===== src/rtl/rotate_addr_map.sv =====
// Rotates destination pixel coordinates about the frame centre to source word addresses (4-stage pipeline).
// Optional build macro ROT_BORDER_CLAMP_EN: clamp out-of-frame sources to the nearest border pixel.
module rotate_addr_map #(
    parameter int H_ACTIVE = 1280,
    parameter int V_ACTIVE = 720
) (
    input  logic               clk,
    input  logic               rst,
    input  logic               addr_fifo_empty,
    input  logic [21:0]        addr_fifo_dout,
    output logic               addr_fifo_rd_en,
    input  logic signed [15:0] cos_in,
    input  logic signed [15:0] sin_in,
    input  logic               out_fifo_full,
    output logic               out_wr_en,
    output logic [20:0]        out_addr,
    output logic               out_in_range,
    output logic               frame_done
);

    localparam logic [11:0] HALF_H12 = 12'(H_ACTIVE / 2);
    localparam logic [11:0] HALF_V12 = 12'(V_ACTIVE / 2);
    localparam logic [15:0] HALF_H16 = 16'(H_ACTIVE / 2);
    localparam logic [15:0] HALF_V16 = 16'(V_ACTIVE / 2);
    localparam logic [15:0] H16      = 16'(H_ACTIVE);
    localparam logic [15:0] V16      = 16'(V_ACTIVE);
    localparam logic [20:0] LAST_PIX = 21'(H_ACTIVE * V_ACTIVE - 1);

    // Handshake: a coordinate moves one stage per cycle while its valid bit is set and
    // ce is high; with ce low every stage, valid bit and output holds unchanged.
    logic ce;
    logic pop;

    assign ce              = !out_fifo_full;
    assign pop             = ce && !addr_fifo_empty && !rst;
    assign addr_fifo_rd_en = pop;

    logic               v1;
    logic signed [11:0] dx1;
    logic signed [11:0] dy1;
    logic signed [15:0] cos_r;
    logic signed [15:0] sin_r;

    // A (0,0) pop loads new coefficients; stage 2 reads them a cycle later, so that pixel sees them.
    always_ff @(posedge clk) begin
        if (rst) begin
            v1    <= 1'b0;
            dx1   <= '0;
            dy1   <= '0;
            cos_r <= '0;
            sin_r <= '0;
        end else if (ce) begin
            v1  <= pop;
            dx1 <= $signed({1'b0, addr_fifo_dout[10:0]} - HALF_H12);
            dy1 <= $signed({1'b0, addr_fifo_dout[21:11]} - HALF_V12);
            if (pop && addr_fifo_dout == 22'd0) begin
                cos_r <= cos_in;
                sin_r <= sin_in;
            end
        end
    end

    logic               v2;
    logic signed [27:0] p_xc;
    logic signed [27:0] p_ys;
    logic signed [27:0] p_xs;
    logic signed [27:0] p_yc;

    always_ff @(posedge clk) begin
        if (rst) begin
            v2 <= 1'b0;
        end else if (ce) begin
            v2 <= v1;
        end
    end

    always_ff @(posedge clk) begin
        if (ce) begin
            p_xc <= 28'(dx1) * 28'(cos_r);
            p_ys <= 28'(dy1) * 28'(sin_r);
            p_xs <= 28'(dx1) * 28'(sin_r);
            p_yc <= 28'(dy1) * 28'(cos_r);
        end
    end

    logic signed [28:0] sum_x;
    logic signed [28:0] sum_y;
    logic signed [15:0] off_x;
    logic signed [15:0] off_y;
    logic               v3;
    logic signed [15:0] sx3;
    logic signed [15:0] sy3;

    // +8192 rounds the Q2.14 result to nearest before the arithmetic shift.
    assign sum_x = 29'(p_xc) + 29'(p_ys) + 29'sd8192;
    assign sum_y = 29'(p_yc) - 29'(p_xs) + 29'sd8192;
    assign off_x = 16'(sum_x >>> 14);
    assign off_y = 16'(sum_y >>> 14);

    always_ff @(posedge clk) begin
        if (rst) begin
            v3 <= 1'b0;
        end else if (ce) begin
            v3 <= v2;
        end
    end

    always_ff @(posedge clk) begin
        if (ce) begin
            sx3 <= $signed(HALF_H16 + off_x);
            sy3 <= $signed(HALF_V16 + off_y);
        end
    end

    logic        x_ok;
    logic        y_ok;
    logic [15:0] cx;
    logic [15:0] cy;
    logic [20:0] addr4;

    always_comb begin
        x_ok = !sx3[15] && (sx3[15:0] < H16);
        y_ok = !sy3[15] && (sy3[15:0] < V16);
        cx   = sx3;
        cy   = sy3;
`ifdef ROT_BORDER_CLAMP_EN
        if (sx3[15]) begin
            cx = '0;
        end else if (!x_ok) begin
            cx = H16 - 16'd1;
        end
        if (sy3[15]) begin
            cy = '0;
        end else if (!y_ok) begin
            cy = V16 - 16'd1;
        end
        addr4 = 21'(cy) * 21'(H_ACTIVE) + 21'(cx);
`else
        addr4 = (x_ok && y_ok) ? 21'(cy) * 21'(H_ACTIVE) + 21'(cx) : 21'd0;
`endif
    end

    logic        v4;
    logic [20:0] out_cnt;

    always_ff @(posedge clk) begin
        if (rst) begin
            v4           <= 1'b0;
            out_addr     <= '0;
            out_in_range <= 1'b0;
        end else if (ce) begin
            v4           <= v3;
            out_addr     <= addr4;
            out_in_range <= x_ok && y_ok;
        end
    end

    assign out_wr_en  = v4 && ce && !rst;
    assign frame_done = out_wr_en && (out_cnt == LAST_PIX);

    always_ff @(posedge clk) begin
        if (rst) begin
            out_cnt <= '0;
        end else if (out_wr_en) begin
            out_cnt <= (out_cnt == LAST_PIX) ? 21'd0 : out_cnt + 21'd1;
        end
    end

endmodule


===== config.mk =====
export PLATFORM = sky130hd
export DESIGN_NAME = rotate_addr_map
export DESIGN_NICKNAME = d
export VERILOG_FILES = /design/src/rtl/rotate_addr_map.sv
export SDC_FILE = /design/constraint.sdc
export NUM_CORES = 2
export LEC_CHECK = 0
export BUFFER_PORTS_ARGS = -buffer_cell sky130_fd_sc_hd__buf_2
export CORE_UTILIZATION = 70
export CTS_CLUSTER_DIAMETER = 100
export DETAILED_ROUTE_END_ITERATION = 8
export MAX_ROUTING_LAYER = met4
export PLACE_DENSITY = 0.95
export SYNTH_ARGS = -nofsm -noshare
export SYNTH_HDL_FRONTEND = slang
export SYNTH_SLANG_ARGS = --single-unit

===== constraint.sdc =====
create_clock -name clk -period 16.2 [get_ports clk]
set_clock_uncertainty 0.05 [all_clocks]
set_input_delay 3.24 -clock clk [delete_from_list [all_inputs] [get_ports clk]]
set_output_delay 3.24 -clock clk [all_outputs]
set_load 0.01 [all_outputs]

Word level (Yosys, flattened, before mapping)
Cells that the tools add are included. W data, S select, Z words.

Register bits: 247. Latch bits: 0. Bits in writable memories: 0. ROM bits: 0. Output and inout port bits: 25. Memories kept: 0.

$add $sub $neg: 10. Multipliers: 5. Div/mod/pow operators: 0. Order comparisons: 2. Equality and inequality tests: 1. Shift operators: 0. Mux-type cells: 2. Bitwise gates (word level): 1. Reduce and logical (&&, ||, !) cells: 16.

Operators with widths (count): $mul A12 B16 Y28 (4); $add A29 B15 Y29 const B (2); $mux W21 (2); $add A28 B28 Y29 (1); $sub A28 B28 Y29 (1); $logic_not A22 Y1 (1); $add A21 B1 Y21 const B (1); $add A21 B16 Y21 (1); $eq A21 B20 Y1 const B (1); $add A10 B15 Y16 const A (1); $add A11 B15 Y16 const A (1); $lt A16 B10 Y1 const B (1); $lt A16 B11 Y1 const B (1); $mul A16 B3 Y13 const B (1); $sub A11 B10 Y12 const B (1); $sub A11 B9 Y12 const B (1); $logic_and A1 B1 Y1 (9); $logic_not A1 Y1 (5); $reduce_and A2 Y1 (1); $not A1 Y1 (1).

Depth between registers and ports, before layout
Depth in word-level cells: 5. Gate-level depth with buffers: 25. Mapped depth without buffers: 23.

Worst setup path before layout
Ideal clock, no wire load.

Path kind: input-to-reg. Start point: input port out_fifo_full. End point: register out_addr[12]. Arrival: 7.918 ns. Data required time: 16.091 ns. Setup slack: 8.173 ns. Cell stages on the path: 5. Buffers on the path: 2. Cell sequence: clkbuf_1 -> clkinv_1 -> nor2_1 -> clkbuf_1 -> a22o_1.

RTL lines: from (decl) (RTL line 14) `input logic out_fifo_full,`; to (signal assigned) (RTL line 153) `out_addr <= addr4;`; to (decl) (RTL line 16) `output logic [20:0] out_addr,`.

Worst setup path in the final report
Start point: input port rst. End point: output port frame_done.

Longest elaborated chain between the ends: 3.

Ends and longest elaborated chain: from (decl) (RTL line 8) `input logic rst,`; $logic_not A1 Y1 (RTL line 158) `assign out_wr_en = v4 && ce && !rst;`; $logic_and A1 B1 Y1 (RTL line 158); $logic_and A1 B1 Y1 (RTL line 159) `assign frame_done = out_wr_en && (out_cnt == LAST_PIX);`; to (decl) (RTL line 18) `output logic frame_done`.

Every way passes these cells.

==> reports/metrics.cfg <==
[placement]
pre_cts_slack_ns=7.719
port_buffers=82
dp_hpwl_mm=77.65
gp_congestion=0.9619

[cts]
h-tree-depth=1
cts_tree=built
insertion_delay_ns=0.64
post_cts_buffers=0
path_clk_slew_ns=0.06
clock-root-buffer=clkbuf_16
post_cts_resized=0
cts_sinks=247
cts_buffers=30
postCtsHoldBufs=0
clock_path_buffers=3

[yosys]
ys_seq_area_share_pct=16.23
synth-main-ff-cell=edfxtp_1
postSynthAreaPerCell_um2=9.448
ys_seq_elements=247
synthCells=4165
synthArstFlopShare_pct=0
synth_enable_flop_cells=144
yosys-top-cells-area=fa_1 36%, ha_1 12%, edfxtp_1 11%
yosys_warnings=0
synthesis.area_mm2=0.03935
yosysTopAreaCellShare_pct=36.32
synth_top_cell_by_area=fa_1
yosysUniqueCellTypes=79
synth.net_count=5312

[global_routing]
grt_max_degree=89
track_usage_pct=40.20
grt_pass1_wl_mm=171.1
grt_overflow=0
antenna_found_initial=8
grt_pass1_vias=33600

[setup_path]
arrival_ns=5.36
crit_start=rst
r2r_start=dy1[0]
startpoint_type=input pin
end_kind=output pin
r2r_cells=21
rrSetupSlack_ns=8.69
critPathKind=in2out
reg2reg_to=p_yc[27]
crit_path_end=frame_done
cp_max_fo=65
cp_data_required_time_ns=12.91

[sta]
fmax_ghz=0.1157
post-route-period-util_pct=53.37
final-setup-viol-count=0
fin_setup_tns_ns=0
hold_viol_final=0
min_period_ns=8.645
rsz0062_at_grt=no
worstMarginPinSlew_ns=1.234
drv_slew=0
setup_slack_ns=7.555
relSlewSlack_pct=17.60

[routing]
wl_mm=105.4
drtIter0Drc=2971
drc=0
firstDrtPassIters=7
num_vias=30320
drtAntennaViolNets=0
viasPerCell=6.120
routedWlPerCell_um=21.27

[layout]
nNetsFinal=5319
synthToLayoutAreaGrowth_pct=5.599
mostFrequentLayoutCell=inv_1
n_fill_cell=3252
most-common-layout-cells=907 x inv_1, 714 x fa_1, 539 x nand2_1
drive_above_1_share_pct=5.410

[power]
p_total_w=0.002013
power_leakage_nw=21.25
p_per_area_mw_per_mm2=48.43
ir_drop_mv=0.07053

[run_status]
run_status=complete, no violations

[hold_path]
hp-start=cx[4]
hold_path.class=reg2reg
min_delay_path_depth=1

[floorplanning]
initial_core_util_pct=71.15
die_y_um=239.1
rows=86
core-area_mm2=0.05531
die_area_mm2=0.05717
die_w_um=239.1
io_pins=83

[run]
max-cap-violations=0

-- how the worst min path moves through the flow --
stage	to
3_3_place_gp	v1
2_1_floorplan	v1
5_1_grt	out_addr[4]
3_5_place_dp	out_in_range
4_1_cts	out_in_range
6_report	out_addr[4]
-- report_power, final --
group | leakage (nW) | total, W | internal, W | switching, W
Sequential | 2.30 | 0.000761 | 0.000711 | 0.0000506
Clock | 0.510 | 0.000707 | 0.000399 | 0.000307
Combinational | 18.4 | 0.000545 | 0.000229 | 0.000315
-- cells in the mapped netlist, types with 32 or more instances --
library cell,n
a21o_1,39
a21oi_1,95
and2_1,252
clkbuf_1,156
dfxtp_1,103
edfxtp_1,144
fa_1,714
ha_1,375
inv_1,907
mux2i_1,47
nand2_1,539
nand3_1,32
nor2_1,206
o21ai_0,51
xnor2_1,136
xor2_1,50
-- worst max-delay path, cell delays in order --
cell and delay [ns]:
buf_2 0.10, buf_4 0.32, nor2_1 0.27, nand2_1 0.15, inv_1 0.16, nand4_1 0.21
or3_1 0.52, nor2_1 0.19, buf_2 0.16
-- per-stage QoR --
stage	hold slack (ns)	cells	area [um2]	util (%)
detailed placement	0.3934	4888	40520	73.25
global placement	0.3841	4888	40520	73.25
floorplan	0.3758	4165	39350	-
finish	0.4002	4954	41550	75.13
CTS	0.4098	4944	41530	75.09
global route	0.4242	4952	41550	75.12
-- sequential cells by signal (all words and copies together), names as in the netlist --
name / count
p_ys: 28
sin_r: 16
cy: 16
dy1: 12
dx1: 12
out_addr: 21
p_xs: 28
v2: 1
v1: 1
v3: 1
p_xc: 28
out_in_range: 1
out_cnt: 21
v4: 1
cos_r: 16
cx: 16
p_yc: 28
-- area by class of cell --
| type | count | area (um2) | share of cell area [%] |
|---|---|---|---|
| multi-input cells | 2848 | 28960 | 69.70 |
| clock inverters | 23 | 231.5 | 0.5570 |
| inverters | 911 | 3425 | 8.241 |
| diodes | 10 | 25.02 | 0.06022 |
| clock buffers | 33 | 782.0 | 1.882 |
| repair buffers | 134 | 800.8 | 1.927 |
| well taps | 748 | 935.9 | 2.252 |
| flip-flops and latches | 247 | 6392 | 15.38 |
-- routing by layer --
layer  vias up  part of all wire, %  GRT usage [%]
li1      12770                    -              -
met1     14740                   32          44.52
met2      2083                   46          62.05
met3       727                   12          10.74
met4         0                  9.3          30.98
met5         -                    0              -
-- cells by family after synthesis --
family	after synthesis	synth area share (%)
adders and majority gates	1089	48.25
DFF	247	16.23
buffers and inverters	1070	10.21
xor gates and xnor gates	187	4.197
AOI/OAI and AO/OA	345	5.981
and+or+nand+nor	1180	13.94
muxes	47	1.196
Power figures use the tool's default switching activity.
